$ cat config.mk
export PLATFORM = sky130hd
export DESIGN_NAME = tap_decoder
export DESIGN_NICKNAME = d
export VERILOG_FILES = /design/src/rtl/tap_decoder.sv
export SDC_FILE = /design/constraint.sdc
export NUM_CORES = 1
export LEC_CHECK = 0
export ABC_CLOCK_PERIOD_IN_PS = 2050
export BUFFER_PORTS_ARGS = -buffer_cell sky130_fd_sc_hd__buf_4
export CAP_MARGIN = 5
export CORE_MARGIN = 8
export CORE_UTILIZATION = 40
export DETAILED_ROUTE_END_ITERATION = 6
export GPL_TIMING_DRIVEN = 0
export PLACE_DENSITY = 0.64
export SYNTH_ARGS = -nofsm -noshare
export SYNTH_HDL_FRONTEND = slang
export SYNTH_SLANG_ARGS = --single-unit
$ cat constraint.sdc
create_clock -name tck -period 2.05 [get_ports tck]
set_input_delay 0 -clock tck [delete_from_list [all_inputs] [get_ports tck]]
set_output_delay 0 -clock tck [all_outputs]
set_load 0.05 [all_outputs]
$ cat src/rtl/tap_decoder.sv
// JTAG USER-register data decoder: RESULT_WIDTH-bit DR scan with readback capture,
// 8-bit write extraction on update_dr and a 2-entry output FIFO with sticky overflow.
module tap_decoder #(
  parameter int unsigned RESULT_WIDTH = 16
) (
  input  logic                    tck,
  input  logic                    rst_n,
  input  logic                    tdi,
  output logic                    tdo,
  input  logic                    test_logic_reset,
  input  logic                    ir_is_user,
  input  logic                    capture_dr,
  input  logic                    shift_dr,
  input  logic                    update_dr,
  input  logic [RESULT_WIDTH-1:0] result,
  output logic                    byte_valid,
  output logic [7:0]              byte_data,
  input  logic                    byte_ready,
  output logic                    overflow
);

  logic [RESULT_WIDTH-1:0] shift_q;
  logic [7:0]              cnt_q;
  logic [7:0]              mem_q [2];
  logic                    rd_ptr_q;
  logic                    wr_ptr_q;
  logic [1:0]              count_q;
  logic                    overflow_q;

  logic       push_req;
  logic       push;
  logic       pop;
  logic       full;
  logic [7:0] wr_byte;

  // A byte is only written when exactly eight bits were shifted since capture.
  assign push_req = ir_is_user && update_dr && (cnt_q == 8'd8);
  assign full     = (count_q == 2'd2);
  assign pop      = (count_q != 2'd0) && byte_ready;
  assign push     = push_req && (!full || pop);
  assign wr_byte  = shift_q[RESULT_WIDTH-1 -: 8];

  assign tdo        = shift_q[0];
  assign byte_valid = (count_q != 2'd0);
  assign byte_data  = (count_q != 2'd0) ? mem_q[rd_ptr_q] : 8'h00;
  assign overflow   = overflow_q;

  always_ff @(posedge tck or negedge rst_n) begin
    if (!rst_n) begin
      shift_q    <= '0;
      cnt_q      <= 8'd0;
      mem_q[0]   <= 8'h00;
      mem_q[1]   <= 8'h00;
      rd_ptr_q   <= 1'b0;
      wr_ptr_q   <= 1'b0;
      count_q    <= 2'd0;
      overflow_q <= 1'b0;
    end else if (test_logic_reset) begin
      shift_q    <= '0;
      cnt_q      <= 8'd0;
      mem_q[0]   <= 8'h00;
      mem_q[1]   <= 8'h00;
      rd_ptr_q   <= 1'b0;
      wr_ptr_q   <= 1'b0;
      count_q    <= 2'd0;
      overflow_q <= 1'b0;
    end else begin
      if (ir_is_user) begin
        if (capture_dr) begin
          shift_q <= result;
          cnt_q   <= 8'd0;
        end else if (shift_dr) begin
          shift_q <= {tdi, shift_q[RESULT_WIDTH-1:1]};
          if (cnt_q != 8'hFF) begin
            cnt_q <= cnt_q + 8'd1;
          end
        end
      end

      if (push) begin
        mem_q[wr_ptr_q] <= wr_byte;
        wr_ptr_q        <= ~wr_ptr_q;
      end
      if (pop) begin
        rd_ptr_q <= ~rd_ptr_q;
      end

      unique case ({push, pop})
        2'b10:   count_q <= count_q + 2'd1;
        2'b01:   count_q <= count_q - 2'd1;
        default: count_q <= count_q;
      endcase

      if (push_req && !push) begin
        overflow_q <= 1'b1;
      end
    end
  end

endmodule

Yosys cells after proc, flatten, opt, wreduce, memory -nomap -nowiden --
Index checks and enable logic that the tools add are counted.
Operators by class: $add $sub $neg 3, order comparisons 3, equal/unequal tests 5, mux-type cells 26, bitwise logic cells 4, reductions and logical operators 19
Operator list (count):
- two-way mux 16 bit | 6
- two-way mux 8 bit | 10
- bitwise mux 16 bit | 1
- nonzero test 2 bit | 5
- nonzero test 3 bit | 3
- adder 8 x 1 -> 8 bit (second input constant) | 1
- demux 8 bit (select 1 bit) | 1
- equality test 8 x 4 -> 1 bit (second input constant) | 1
- inequality test 8 bit (second input constant) | 1
- logical AND 1 bit | 6
- two-way mux 1 bit | 6
- equality test 2 bit (second input constant) | 2
- greater-or-equal comparator 2 bit (second input constant) | 2
- inverter 1 -> 2 bit | 2
- case mux 2 bit (2 select lines) | 1
- AND reduction 3 bit | 1
- adder 2 x 1 -> 2 bit (second input constant) | 1
- equality test 2 x 1 -> 1 bit (second input constant) | 1
- zero test 1 bit | 2
- less-than comparator 2 x 1 -> 1 bit (second input constant) | 1
- two-way mux 2 bit | 1
- inverter 1 bit | 2
- AND reduction 2 bit | 1
- subtractor 2 x 1 -> 2 bit (second input constant) | 1
- logical OR 1 bit | 1
Word-level totals: flip-flop bits (word level) 45, input port bits 25, output and inout bits 11

Depth between registers and ports, before layout --
Gate-level depths: netlist of the first run.
depth after elaboration 8, depth in mapped cells 7, depth with buffers taken out 6

Least setup slack after synthesis of the first run --
OpenSTA, ideal clock, no wires.
kind register to register, start point register cnt_q[0], end point register wr_ptr_q, arrival time 1.474 ns, setup slack 0.480 ns, cell stages (with the launch flop) 8, clock period less this slack 1.570 ns, path through dfrtp_1 -> inv_1 -> ha_1 -> nor2b_1 -> nand4_1 -> buf_6 -> nor2b_4 -> a311oi_2
On the way: cells in the longest elaborated chain, start to end 4
Ends and longest elaborated chain:
- from (decl) | RTL line 23 | logic [7:0] cnt_q;
- from (signal assigned) | RTL line 75 | cnt_q <= cnt_q + 8'd1;
- equality test 8 x 4 -> 1 bit | RTL line 37 | assign push_req = ir_is_user && update_dr && (cnt_q == 8'd8);
- logical AND 1 bit | RTL line 37
- logical AND 1 bit | RTL line 40 | assign push = push_req && (!full || pop);
- nonzero test 2 bit (no source line)
- to (signal assigned) | RTL line 82 | wr_ptr_q <= ~wr_ptr_q;
- to (decl) | RTL line 26 | logic wr_ptr_q;
Every way passes these cells. A chain may end at the register's enable or synchronous reset.

Worst setup path after layout of the first run --
Ends and elaborated chain as after synthesis.

==> impl_metrics.json, run 1 <==
{
  "min_path_type": "input pin to flip-flop",
  "max_stage_delay_ps": 430,
  "wl_per_cell_microns": 15.2,
  "status": "completed",
  "drtIter0Drc": 66,
  "die_height_microns": 93.3,
  "cts_tree": "done",
  "critPathBufInv": 2,
  "postRouteAntennaNets": 0,
  "dp_cells": 344,
  "die_width_microns": 93.3,
  "vias_per_cell": 5.27,
  "finalHoldViolCount": 0,
  "cts_buffers": 5,
  "n_antenna_cell": 0,
  "dp_hpwl_mm": 3.84,
  "yosysSeqAreaShare_pct": 47.1,
  "relSlewSlack_pct": 53.1,
  "clk_pin_slew_ps": 90,
  "final.period_utilization_pct": 84.9,
  "cts-resized-gates": 0,
  "ys_warn_count": 0,
  "worstPathRequired_ps": 2250,
  "clock-root-buffer": "clkbuf_8",
  "layout_commonest_cell": "nor2_1",
  "yosys.area.top_type": "dfrtp_1",
  "start_kind": "flip-flop",
  "ctsHoldBuffers": 1,
  "route.detailed.drc": 0,
  "regToRegSetupSlack_ps": 310,
  "grt_max_degree": 46,
  "drv_slew": 0,
  "finalSetupViolCount": 0,
  "vdd_ir_drop_max_v": 0.000382,
  "leakagePower_nw": 1.36,
  "syn-cell-area_sq_um": 2390,
  "drive_gt1_share_pct": 17.3,
  "finalClockSkew_ps": 4.94,
  "critical_path.cell_chain": "inv_1 > ha_1 > nor2b_1 > nand4_1 > buf_6 > nor2b_4 > a311oi_2",
  "cts.path.max_buffers": 2,
  "crit_type": "flip-flop to flip-flop",
  "cts.sinks": 45,
  "initial_core_util_pct": 40.9,
  "tns_ps": 0,
  "synthTopCellsByArea": "dfrtp_1 (47%), mux2i_1 (17%), nor2_1 (7.4%)",
  "io_buffers": 34,
  "cp.arrival_ps": 1940,
  "fp-row-count": 28,
  "synthCells": 235,
  "cp-end-kind": "flip-flop",
  "ys_seq_elements": 45,
  "num-nets-final": 304,
  "n_fill_cell": 568,
  "finalWeightedCongestion": 0.834,
  "stdcell_count": 353,
  "p_per_area_nw_per_um2": 624,
  "htreeDepth": 2,
  "area_growth_pct": 19.7,
  "grt_overflow": 0,
  "syn_area_per_cell_sq_um": 10.2,
  "synth_flop_cell": "dfrtp_1",
  "synth_enable_flop_cells": 0,
  "tightest_slew_ps": 702,
  "yosysTopAreaCellShare_pct": 47.1,
  "ios": 36,
  "clock_latency_ps": 290,
  "synth-async-reset-ratio_pct": 100,
  "core_area_sq_um": 5850,
  "slowest_stage": "dfrtp_1",
  "synth_fp_nets": 262,
  "worstPathMaxFanout": 10,
  "grt_usage_pct": 13.1,
  "layout_common_cells": "nor2_1 (47), dfrtp_1 (45), mux2i_1 (40)",
  "cts_setup_buffers": 0,
  "crit_family": "simple AND/OR/NAND/NOR gates",
  "firstDrtPassIters": 4,
  "vias": 1860,
  "clock.fmax_ghz": 0.575,
  "fin_crit_ps": 1740,
  "synth.distinct_cells": 41,
  "die-area_sq_um": 8710,
  "cap_viol_max_count": 0,
  "grt_pass1_wl_mm": 9.25,
  "grt_pass1_vias": 1954,
  "rsz0062_at_grt": "false",
  "routed_wl_mm": 5.35,
  "antenna_found_initial": 0
}
[kinds of logic after synthesis]
kind of cell | count (synthesis) | synth area share [%]
simple gates | 85 | 18.8
flops | 45 | 47.1
compound gates | 42 | 12.3
mux | 40 | 16.7
buf+inv | 20 | 3.56
fa+ha+maj | 2 | 1.05
xor+xnor | 1 | 0.366
[cell type report]
cell class	instances	area [sq um]	area share [%]
well taps	75	93.8	3.28
clock buffers	6	72.6	2.54
clock inverters	2	38.8	1.36
inverters	5	18.8	0.656
plain buffers	15	66.3	2.32
flip-flops and latches	45	1130	39.4
multi-input cells	170	1180	41.2
repair buffers	35	265	9.27
[worst reg2reg max path, stage by stage, from the launching register on]
cell and delay, ps:
dfrtp_1 430, inv_1 100, ha_1 150, nor2b_1 280, nand4_1 150, buf_6 190
nor2b_4 130, a311oi_2 230
[cell usage after synthesis (2+ instances only)]
master / n
buf_1: 6
o21ai_1: 3
o21a_1: 2
ha_1: 2
inv_1: 5
dfrtp_1: 45
nor4bb_1: 2
clkbuf_1: 6
mux2i_1: 40
a211oi_1: 18
o21ai_0: 4
nand2_1: 6
o2111ai_1: 3
o32ai_1: 2
nor4_1: 2
a21oi_1: 6
nor2b_1: 2
buf_2: 2
nor2_1: 47
nand4_1: 3
nand3_1: 2
nor3_1: 7
and3_1: 2
[power by group]
part / internal, mW / total (mW) / switching, mW / leakage, nW
logic: 0.0773 / 0.182 / 0.105 / 0.687
clock network: 0.366 / 0.668 / 0.302 / 0.0554
registers: 0.911 / 0.935 / 0.0235 / 0.616
[final timing paths]
kind                               end  startpoint  cells after the start
max in group asynchronous   count_q[1]       rst_n                      2
min in group asynchronous     cnt_q[6]       rst_n                      2
max                           wr_ptr_q    cnt_q[0]                      7
min                        shift_q[15]         tdi                      3
max reg2reg                   wr_ptr_q    cnt_q[0]                      7
min reg2reg                   overflow    overflow                      2
[per-stage QoR]
step / hold WS (ps) / total power [mW] / utilization (%) / setup WS, ps / area, sq um
6_report: 43.7 / 1.79 / 48.9 / 310 / 2860
5_1_grt: 39.9 / 1.87 / 48.9 / 165 / 2860
4_1_cts: 37.5 / 1.81 / 48.9 / 286 / 2860
3_5_place_dp: 45.3 / 1.14 / 46.8 / 283 / 2740
3_3_place_gp: 42.1 / 1.13 / 46.8 / 356 / 2740
2_1_floorplan: -296 / 1.05 / - / 480 / 2390
[registers in the layout (all words and copies together), names as in the netlist]
signal and flops:
shift_q 16, rd_ptr_q 1, cnt_q 8, mem_q 16, wr_ptr_q 1, overflow 1
count_q 2
[per-layer routing]
layer	vias up	GRT usage, %	wire length (microns)
met5	-	0	0
met4	0	5.23	82
met3	6	3.53	227
met2	34	20.4	2470
met1	886	16.8	2570
li1	934	-	-
Power figures use the tool's default switching activity.
==> run 2: changes to the inputs <==
ABC_CLOCK_PERIOD_IN_PS = 1600   (was 2050)
PLACE_DENSITY = 0.67   (was 0.64)
clock period = 1.6 ns   (was 2.05 ns; I/O delays follow)
==> impl_metrics.json, run 2 (synthesis results as in run 1) <==
{
  "vias_per_cell": 5.46,
  "wl_per_cell_microns": 15.9,
  "dp_hpwl_mm": 3.92,
  "fin_crit_ps": 1580,
  "layout_common_cells": "nor2_1 (46), mux2i_1 (40), dfrtp_1 (40)",
  "finalSetupViolCount": 0,
  "critical_path.cell_chain": "nor4b_4 > nand4_1 > buf_6 > nor2b_4 > a311oi_2",
  "cp.arrival_ps": 1790,
  "clock.fmax_ghz": 0.633,
  "clock_latency_ps": 300,
  "setup_ws_ps": 20.8,
  "num-nets-final": 306,
  "cap_viol_max_count": 0,
  "r2r-start": "cnt_q[5]",
  "die-area_sq_um": 8710,
  "fp-row-count": 28,
  "area_growth_pct": 21.9,
  "dpl_cell_area_sq_um": 2740,
  "drtIter0Drc": 58,
  "p_per_area_nw_per_um2": 741,
  "vdd_ir_drop_max_v": 0.000513,
  "firstDrtPassIters": 4,
  "io_buffers": 34,
  "grt_overflow": 0,
  "worstPathMaxFanout": 10,
  "r2r.worst_path.cells": 5,
  "grt_usage_pct": 13.1,
  "drive_gt1_share_pct": 23.6,
  "n_fill_cell": 532,
  "finalPower_mw": 2.16,
  "regToRegSetupSlack_ps": 20,
  "finalClockSkew_ps": 10.3,
  "min_delay_path_depth": 3,
  "hold_end": "shift_q[2]",
  "min_path_type": "input pin to flip-flop",
  "drv_slew": 0,
  "worstPathRequired_ps": 1810,
  "cts.sinks": 45,
  "status": "completed",
  "start_kind": "flip-flop",
  "leakagePower_nw": 1.38,
  "die_width_microns": 93.3,
  "finalHoldViolCount": 0,
  "route.detailed.drc": 0,
  "tightest_slew_ps": 669,
  "vias": 1937,
  "htreeDepth": 2,
  "grt_pass1_wl_mm": 9.36,
  "dp_slack_ps": -121,
  "grt_max_degree": 46,
  "r2r_end": "wr_ptr_q",
  "top_regs": "mem_q x16, shift_q x16, cnt_q x8",
  "layout_commonest_cell": "nor2_1",
  "finalWeightedCongestion": 0.843,
  "hp-start": "result[2]",
  "n_antenna_cell": 0,
  "die_height_microns": 93.3,
  "crit_family": "simple AND/OR/NAND/NOR gates",
  "cts_buffers": 5,
  "clock-root-buffer": "clkbuf_8",
  "initial_core_util_pct": 40.9,
  "cp-end-kind": "flip-flop",
  "cts_tree": "done",
  "antenna_found_initial": 0,
  "critPathBufInv": 1,
  "grt_pass1_vias": 1973,
  "slowest_stage": "dfrtp_2",
  "final_cell_area_sq_um": 2910,
  "core_area_sq_um": 5850,
  "postRouteAntennaNets": 0,
  "clk_pin_slew_ps": 90,
  "cts.path.max_buffers": 2,
  "ios": 36,
  "crit_type": "flip-flop to flip-flop",
  "max_stage_delay_ps": 450,
  "routed_wl_mm": 5.64,
  "rsz0062_at_grt": "true",
  "final.period_utilization_pct": 98.7,
  "relSlewSlack_pct": 55.4
}
run 2: cell count changes in the layout (fill, tap and decap cells not counted), sizes merged:
cell and change:
buf +3, bufinv -1, clkbuf -2, clkinvlp +1, inv +1
run 2: cell type report:
cell class              count  area (sq um)  area share [%]
multi-input cells         170          1220            41.8
clock inverters             3          21.3           0.730
repair buffers             38           288            9.88
plain buffers              14          72.6            2.49
well taps                  75          93.8            3.22
clock buffers               5          68.8            2.36
inverters                   5          18.8           0.644
flip-flops and latches     45          1130            38.9
run 2: through the flow:
stage	instances	setup TNS [ps]	util [%]	hold WS, ps
floorplan	235	0	-	-296
global placement	344	-163	46.8	40.3
detailed placement	344	-341	46.8	38.6
CTS	353	-4.52	48.8	29.1
global route	355	-295	49.8	45.0
finish	355	0	49.8	39.4
run 2: worst reg2reg max path, stage by stage (launching register included):
cell      delay (ps)
dfrtp_2          450
nor4b_4          390
nand4_1          160
buf_6            180
nor2b_4          130
a311oi_2         180
run 2: how the worst max path moves through the flow:
| stage | endpoint | startpoint | slack (ps) | depth (start not counted) |
|---|---|---|---|---|
| global route | count_q[1] | cnt_q[5] | -50 | 5 |
| global placement | wr_ptr_q | cnt_q[0] | -90 | 7 |
| detailed placement | wr_ptr_q | cnt_q[0] | -120 | 7 |
| floorplan | wr_ptr_q | cnt_q[0] | 30 | 7 |
| CTS | wr_ptr_q | cnt_q[7] | -5 | 5 |
| finish | wr_ptr_q | cnt_q[5] | 20 | 5 |
run 2: layer usage:
layer	up-vias	GRT usage, %	share of wire [%]
met4	0	4.56	1.3
met3	7	3.21	5.2
met5	-	0	0
met1	938	17.1	45
met2	58	20.6	49
li1	934	-	-
run 2: power by group:
part           internal (mW)  switching [mW]
Combinational          0.103           0.138
Sequential              1.17          0.0297
Clock                  0.310           0.412
Total                   1.58           0.579
run 2: what timing repair did:
| item | 4_1_cts | 5_1_grt |
|---|---|---|
| cloned | 0 | 0 |
| hold buffers | 1 | 0 |
| hold endpoints to repair | 45 | 0 |
| endpoints found under the setup margin | 28 | 24 |
| gates resized for setup | 5 | 14 |
| setup buffers | 1 | 2 |
| pin swaps | 4 | 5 |
